`src/rtl/rv_fetch_mt.sv`:
```
// rv_fetch_mt: round-robin multithreaded instruction fetch with redirect and stale-fetch squash
module rv_fetch_mt #(
  parameter int          NTHREADS = 4,
  parameter int          TID_W    = $clog2(NTHREADS),
  parameter logic [31:0] RESET_PC = 32'h0000_0000
) (
  input  logic                clk,
  input  logic                rst_n,
  input  logic [NTHREADS-1:0] thread_en,
  output logic                imem_req_valid,
  input  logic                imem_req_ready,
  output logic [31:0]         imem_req_addr,
  input  logic                imem_rsp_valid,
  input  logic [31:0]         imem_rsp_data,
  input  logic                redirect_valid,
  input  logic [TID_W-1:0]    redirect_tid,
  input  logic [31:0]         redirect_pc,
  output logic                if_valid,
  input  logic                if_ready,
  output logic [31:0]         if_inst,
  output logic [31:0]         if_pc,
  output logic [TID_W-1:0]    if_tid
);
  typedef enum logic [1:0] {IDLE, REQ, WAIT, OUT} state_e;
  state_e state_q, state_d;
  logic [TID_W-1:0] sel_tid_q, sel_tid_d, last_tid_q, last_tid_d, next_tid;
  logic kill_q, kill_d;
  logic [31:0] pc_q [NTHREADS];
  logic [31:0] pc_d [NTHREADS];
  logic [31:0] if_inst_q, if_inst_d, if_pc_q, if_pc_d;
  logic req_hs, rd_sel;
  assign req_hs = state_q == REQ && imem_req_ready;
  assign rd_sel = redirect_valid && redirect_tid == sel_tid_q;
  // first enabled thread strictly after last_tid; the k loop runs backwards so the nearest wins
  always_comb begin
    next_tid = last_tid_q;
    for (int k = NTHREADS; k >= 1; k--)
      if (thread_en[last_tid_q + TID_W'(k)]) next_tid = last_tid_q + TID_W'(k);
  end
  // state register
  always_ff @(posedge clk or negedge rst_n)
    if (!rst_n) state_q <= IDLE;
    else state_q <= state_d;
  // next-state: a redirect of the in-flight thread squashes its response or held instruction
  always_comb begin
    state_d = state_q;
    case (state_q)
      IDLE: state_d = |thread_en ? REQ : IDLE;
      REQ:  state_d = imem_req_ready ? WAIT : REQ;
      WAIT: state_d = !imem_rsp_valid ? WAIT : (kill_q || rd_sel) ? IDLE : OUT;
      OUT:  state_d = (if_ready || rd_sel) ? IDLE : OUT;
    endcase
  end
  // datapath next values; a redirect beats the +4 of a same-cycle handshake
  always_comb begin
    sel_tid_d  = (state_q == IDLE && |thread_en) ? next_tid : sel_tid_q;
    last_tid_d = req_hs ? sel_tid_q : last_tid_q;
    if_pc_d    = req_hs ? imem_req_addr : if_pc_q;
    if_inst_d  = (state_q == WAIT && imem_rsp_valid && !kill_q && !rd_sel) ? imem_rsp_data : if_inst_q;
    kill_d     = (state_q == WAIT && imem_rsp_valid) ? 1'b0 :
                 ((req_hs || state_q == WAIT) && rd_sel) ? 1'b1 : kill_q;
    for (int i = 0; i < NTHREADS; i++)
      pc_d[i] = (redirect_valid && redirect_tid == TID_W'(i)) ? (redirect_pc & ~32'd3) :
                (req_hs && sel_tid_q == TID_W'(i)) ? pc_q[i] + 32'd4 : pc_q[i];
  end
  // datapath registers
  always_ff @(posedge clk or negedge rst_n)
    if (!rst_n) begin
      sel_tid_q  <= '0;
      last_tid_q <= TID_W'(NTHREADS - 1);
      kill_q     <= 1'b0;
      if_inst_q  <= '0;
      if_pc_q    <= '0;
      pc_q       <= '{default: RESET_PC};
    end else begin
      sel_tid_q  <= sel_tid_d;
      last_tid_q <= last_tid_d;
      kill_q     <= kill_d;
      if_inst_q  <= if_inst_d;
      if_pc_q    <= if_pc_d;
      pc_q       <= pc_d;
    end
  // outputs decoded from state; sel_tid is frozen outside IDLE so it doubles as if_tid
  always_comb begin
    imem_req_valid = state_q == REQ;
    if_valid       = state_q == OUT;
    imem_req_addr  = pc_q[sel_tid_q];
    if_inst        = if_inst_q;
    if_pc          = if_pc_q;
    if_tid         = sel_tid_q;
  end
endmodule

```
`config.mk`:
```
export PLATFORM = sky130hd
export DESIGN_NAME = rv_fetch_mt
export DESIGN_NICKNAME = d
export VERILOG_FILES = /design/src/rtl/rv_fetch_mt.sv
export SDC_FILE = /design/constraint.sdc
export NUM_CORES = 1
export LEC_CHECK = 0
export ABC_AREA = 1
export BUFFER_PORTS_ARGS = -buffer_cell sky130_fd_sc_hd__buf_2
export CORE_ASPECT_RATIO = 0.5
export CORE_MARGIN = 8
export CORE_UTILIZATION = 58
export CTS_BUF_LIST = sky130_fd_sc_hd__clkbuf_16
export DETAILED_ROUTE_END_ITERATION = 8
export HOLD_SLACK_MARGIN = 0.15
export PLACE_DENSITY_LB_ADDON = 0.3
export SYNTH_ARGS = -nofsm -noshare
export SYNTH_HDL_FRONTEND = slang
export SYNTH_SLANG_ARGS = --single-unit
```
`constraint.sdc`:
```
create_clock -name clk -period 2.21 [get_ports clk]
set_input_delay 0.442 -clock clk [delete_from_list [all_inputs] [get_ports clk]]
set_output_delay 0.442 -clock clk [all_outputs]
set_load 0.05 [all_outputs]
```
==> results of run 1 <==
timing repair:
item	4_1_cts	5_1_grt
setup endpoints to repair	30	30
hold endpoints to repair	29	0
cloned	1	2
buffers inserted	8	9
pin swaps	8	12
hold buffers	1	0
gates resized for setup	112	26
sequential cells by signal, summed over array words and instances, names as in the netlist:
name        cells
if_tid          2
if_pc          30
if_inst        32
pc_q          120
kill_q          1
state_q         2
last_tid_q      2
layout by cell type (no fill, tap or decap), drive strengths merged, types with 3 or more instances in the layout:
cell type    n
a21oi       25
a22oi       32
buf        231
bufinv       3
clkbuf      20
clkinv       4
conb         4
dfrtp      187
ha           4
inv        174
nand2      802
nand3      167
nand3b      12
nand4        5
nor2       199
o211ai      13
o21ai       32
o21bai       3
o221ai      28
o22ai       22
xnor2        4
xor2        46
cells by family after synthesis:
group           after synthesis  share of synthesized area, %
compound gates              157                         8.761
xor+xnor                     50                         3.629
fa+ha+maj                     4                        0.4147
buf+inv                     228                         7.838
flops                       189                         39.21
other cells                   1                       0.03107
simple gates               1190                         40.11
power breakdown:
group	internal, W	switching, W	total [W]	leakage, nW
combinational	0.00440	0.00901	0.0134	4.69
sequential	0.00496	0.00205	0.00701	2.35
clock	0.00174	0.00134	0.00309	0.297
cell usage after synthesis (all sizes together):
cell | instances | area, µm²
nand3b | 12 | 90.09
nand4 | 5 | 31.28
o221ai | 28 | 257.8
nor3 | 2 | 10.01
dfstp | 2 | 52.55
and3 | 1 | 6.260
o31ai | 1 | 7.510
nand3 | 167 | 845.8
nand2 | 802 | 3028
a22oi | 32 | 240.2
o2111ai | 1 | 8.760
o22ai | 22 | 137.6
xor2 | 46 | 402.9
nor2 | 199 | 814.5
nor3b | 2 | 15.01
clkbuf | 27 | 101.4
o211ai | 13 | 97.59
inv | 167 | 626.9
o21ai | 32 | 160.2
a21oi | 25 | 125.1
ha | 4 | 50.05
xnor2 | 4 | 35.03
buf | 34 | 217.7
dfrtp | 187 | 4679
conb | 1 | 3.750
o21bai | 3 | 22.52
area by class of cell:
type	count	area [µm²]
clock buffer	17	425.4
clock inverter	15	146.4
fill	1718	5694
inverter	167	641.9
multi-input combinational	1405	6768
sequential	189	4735
tap	273	341.6
timing repair buffer	235	1707
timing repair inverter	1	3.754
worst min-delay path by stage:
stage	end	depth (start not counted)
global placement	pc_q[69]	1
floorplan	if_inst[0]	0
detailed placement	pc_q[69]	1
finish	if_inst[23]	3
global route	state_q[0]	2
CTS	if_inst[24]	3
layer usage:
| metal | global-route usage, % | up-vias | share of wire, % |
|---|---|---|---|
| met5 | 0 | - | 0 |
| met4 | 8.079 | 0 | 2.3 |
| met3 | 11.80 | 93 | 16 |
| met2 | 47.43 | 849 | 42 |
| met1 | 45.34 | 6173 | 40 |
| li1 | - | 6195 | - |
critical path: cells and delay by family, from the launching register on:
family	cells	cell delay, ns
flip-flops	1	0.48
AO/OA/AOI/OAI	2	0.47
buffers and inverters	3	0.41
AND/OR/NAND/NOR	1	0.14
metrics by stage:
stage,util [%],setup TNS (ns)
2_1_floorplan,-,-1.671
3_3_place_gp,65.64,-0.08881
4_1_cts,70.97,-2.890
5_1_grt,72.17,-4.368
3_5_place_dp,65.64,-0.5467
6_report,72.17,-2.959
==> metrics.txt, run 1 <==
Hold WS 0.2321 ns; sequential share of the synthesized area 39.21%; FF-to-FF End pc_q[91]; R2R cell count 11; via count between 10,000 and 15,000; CTS root buf clkbuf_16; final wirelength 43,330 µm; Die H 118.0 µm; Crit. End Element output port; Worst Setup Path Type flip-flop to output port; final hold viol count 0; crit-path max cell delay 0.48 ns; Clk Latency, worst-skew pair ~0.44 ns; IO Port Bufs 169; total die area 0.02596 mm²; H-tree Lvls 4; number of clock sinks 189; GRT Resource Usage Total roughly 33%; Syn Std Cell Area 0.01207 mm²; initial antenna violation count 0; ANT nets after route 0; pwr dens about 1600 mW/mm²; IO Count 176; Setup crit end imem_req_addr[21]; share of layout cells above drive strength 1 between 10% and 20%; # DRC 0; Max Transition Viols Final 0; initial core utilization 58.98%; Worst VDD drop 0.9573 mV; Max Clock Skew 0.009388 ns; Crit-path slowest cell dfrtp_2; nets@finish 2,096; Area after DPL 0.01343 mm²; synthesized area per cell 6.634 µm²; RSZ-0062 raised after global routing true; min cycle time layout about 2.4 ns; Initial DRC Count approximately 1,800; Reg2Reg Launch Point state_q[0]; worst reg2reg setup slack about 0.15 ns; Worst EP required 1.77 ns; final setup fails 30; antenna diode count 0; CTS tree yes; Placed Instances 2,250; CP max FO 10; Synth Instances 1,819; via/cell ratio 5.782; total CTS buffers 17; first-pass GRT wire length 66,120 µm; WL per Instance 18.82 µm; die width between 200 and 250 µm; violated checks setup timing; post-route total power approximately 0.023 W; Slew HR 60.67%; status finished, violations left; hold_sp imem_rsp_data[23]; vias in the first global route 11,960; Area growth, synth to finish 22.37%; Worst Slack Setup Final -0.1869 ns; Worst setup SP type flip-flop; Worst Setup SP if_tid[0]; GR Overflow Total 0; fin cells ~2,300; final instance area 0.01477 mm²; HP Class primary input to flip-flop; Max Cap Viol 0; worst-path cell chain nand2_4, inv_6, buf_6, a22oi_2, o221ai_2, buf_6; DRT Pass-1 Iters 6; yosys warns 0; most used cell along the critical path buf_6; Worst-path clk slew 0.07 ns; # rows 37; largest net degree at the start of global routing 52; Final period util 108.5%; Achievable Freq 417.2 MHz; post-synth cell types 36; RD Place Congestion 1.004; crit path DAT 1.95 ns; Synth Register Bits 189; Core ar. 0.02046 mm²; Worst Max-Slew Pin Slew 0.5893 ns; Lkg Pwr ~7.3 nW; dpl ws -0.1010 ns; post-DP HPWL 32,780 µm; clock buffer depth 2
No activity file was read; power rests on OpenSTA's default activity.
==> run 2: changes to the inputs <==
==> constraint.sdc (replaced) <==
create_clock -name clk -period 2.21 [get_ports clk]
set_input_delay 0 -clock clk [delete_from_list [all_inputs] [get_ports clk]]
set_output_delay 0 -clock clk [all_outputs]
set_load 0.05 [all_outputs]
==> metrics.txt, run 2 (synthesized netlist as in run 1, its figures left out) <==
min cycle time layout ~2.3 ns; Final Core Density 71.68%; final wirelength 43,250 µm; Post-CTS Setup Bufs 0; WL per Instance 18.45 µm; final instance area 0.01467 mm²; Worst Setup Path Type flip-flop to output port; Worst-path clk slew approximately 0.07 ns; die width 220.0 µm; # DRC 0; Final period util 102.7%; Max Cap Viol 0; status finished, violations left; Area after DPL 0.01327 mm²; initial core utilization 58.98%; Crit. End Element output port; Initial DRC Count 1,519; share of layout cells above drive strength 1 ~14%; violated checks setup timing; crit path DAT 2.27 ns; Worst Slack Setup Final -0.05962 ns; nets@finish 2,138; GR Overflow Total 0; via count 13,200; Worst EP required 2.21 ns; Slew HR 58.80%; final setup fails 3; vias in the first global route 12,560; post-DP HPWL 32,080 µm; Max Clock Skew 0.008357 ns; dpl ws 0.1904 ns; Worst setup SP type flip-flop; commonest non-fill, non-tap cell in the layout nand2_1; DRT Pass-1 Iters 6; total CTS buffers 17; H-tree Lvls 4; Max Transition Viols Final 0; storage element area approximately 0.0047 mm²; CTS tree yes; CTS root buf clkbuf_16; total die area about 0.026 mm²; final hold viol count 0; first-pass GRT wire length 67,690 µm; largest register by flop count pc_q; area of the multi-input gates 0.006484 mm²; IO Count 176; Die H 118.0 µm; # rows 37; clock buffer depth 2; Clk Latency, worst-skew pair 0.45 ns; Achievable Freq 440.6 MHz; Hold WS between 0.2 and 0.25 ns; Fill cells 1,689; Area growth, synth to finish 21.54%; Worst VDD drop 1.119 mV; via/cell ratio 5.630; RD Place Congestion 0.9958; Lkg Pwr 7.322 nW; CP max FO 22; antenna diode count 0; Worst Max-Slew Pin Slew 0.6173 ns; ANT nets after route 0; GRT Resource Usage Total 33.36%; IO Port Bufs 169; pwr dens 1464 mW/mm²; most frequent cells in the layout nand2_1, dfrtp_1, nor2_1; max FFs per register 120; initial antenna violation count 0; Core ar. approximately 0.02 mm²; largest net degree at the start of global routing between 50 and 60; HP Class primary input to flip-flop; number of clock sinks 189
[run 2: cell types whose count changed in the layout (fill, tap and decap cells not counted), moves of 10 or more]
cell,change
buf_6,-23
a22oi_2,-19
o221ai_1,+10
a22oi_1,+19
buf_2,+21
buf_4,-18
dlygate4sd3_1,+74
[run 2: worst paths after layout]
path,from,endpoint,slack [ns],cells after the start
max in group asynchronous,rst_n,last_tid_q[1],0.82,4
worst max register to register,state_q[0],pc_q[124],0.17,10
worst min register to register,if_inst[4],if_inst[4],0.47,2
worst max-delay path,if_tid[0],imem_req_addr[17],-0.06,5
worst min-delay path,thread_en[3],if_tid[1],0.22,7
min in group asynchronous,rst_n,pc_q[71],0.61,3
[run 2: final cells by class]
type | instances | share of cell area [%]
clock buffer | 17 | 2.900
clock inverter | 15 | 0.7677
inverter | 167 | 4.291
multi-input combinational | 1405 | 44.20
sequential | 189 | 32.28
tap | 273 | 2.329
timing repair buffer | 278 | 13.23
[run 2: metal layers]
metal	GRT usage, %	wire length [µm]
met5	0	0
met4	11.58	1113
met3	12.03	6237
met2	49.75	18540
met1	44.21	17360
[run 2: stage by stage]
stage / power (W) / TNS (ns) / std cells
6_report: 0.02148 / -0.08204 / 2344
2_1_floorplan: 0.01454 / -0.02322 / 1822
5_1_grt: 0.02268 / -0.006217 / 2344
3_3_place_gp: 0.01766 / 0 / 2237
3_5_place_dp: 0.01782 / 0 / 2237
4_1_cts: 0.02105 / 0 / 2344
[run 2: critical path: stages (launching register included)]
cell and delay [ns]:
dfrtp_2 0.47, nor2_2 0.12, buf_6 0.20, a22oi_1 0.42, o221ai_1 0.32, buf_4 0.27
[run 2: report_power, final]
part | switching (W) | leakage (nW) | total [W] | internal, W
logic | 0.00843 | 4.71 | 0.0117 | 0.00325
registers | 0.00192 | 2.35 | 0.00688 | 0.00496
clock network | 0.00138 | 0.259 | 0.00291 | 0.00152
[run 2: repair_timing]
| action | CTS | global route |
|---|---|---|
| pin swaps | 0 | 0 |
| gates resized for setup | 14 | 14 |
| setup endpoints to repair | 20 | 28 |
| endpoints found under the hold margin | 347 | 0 |
| hold buffers | 75 | 0 |
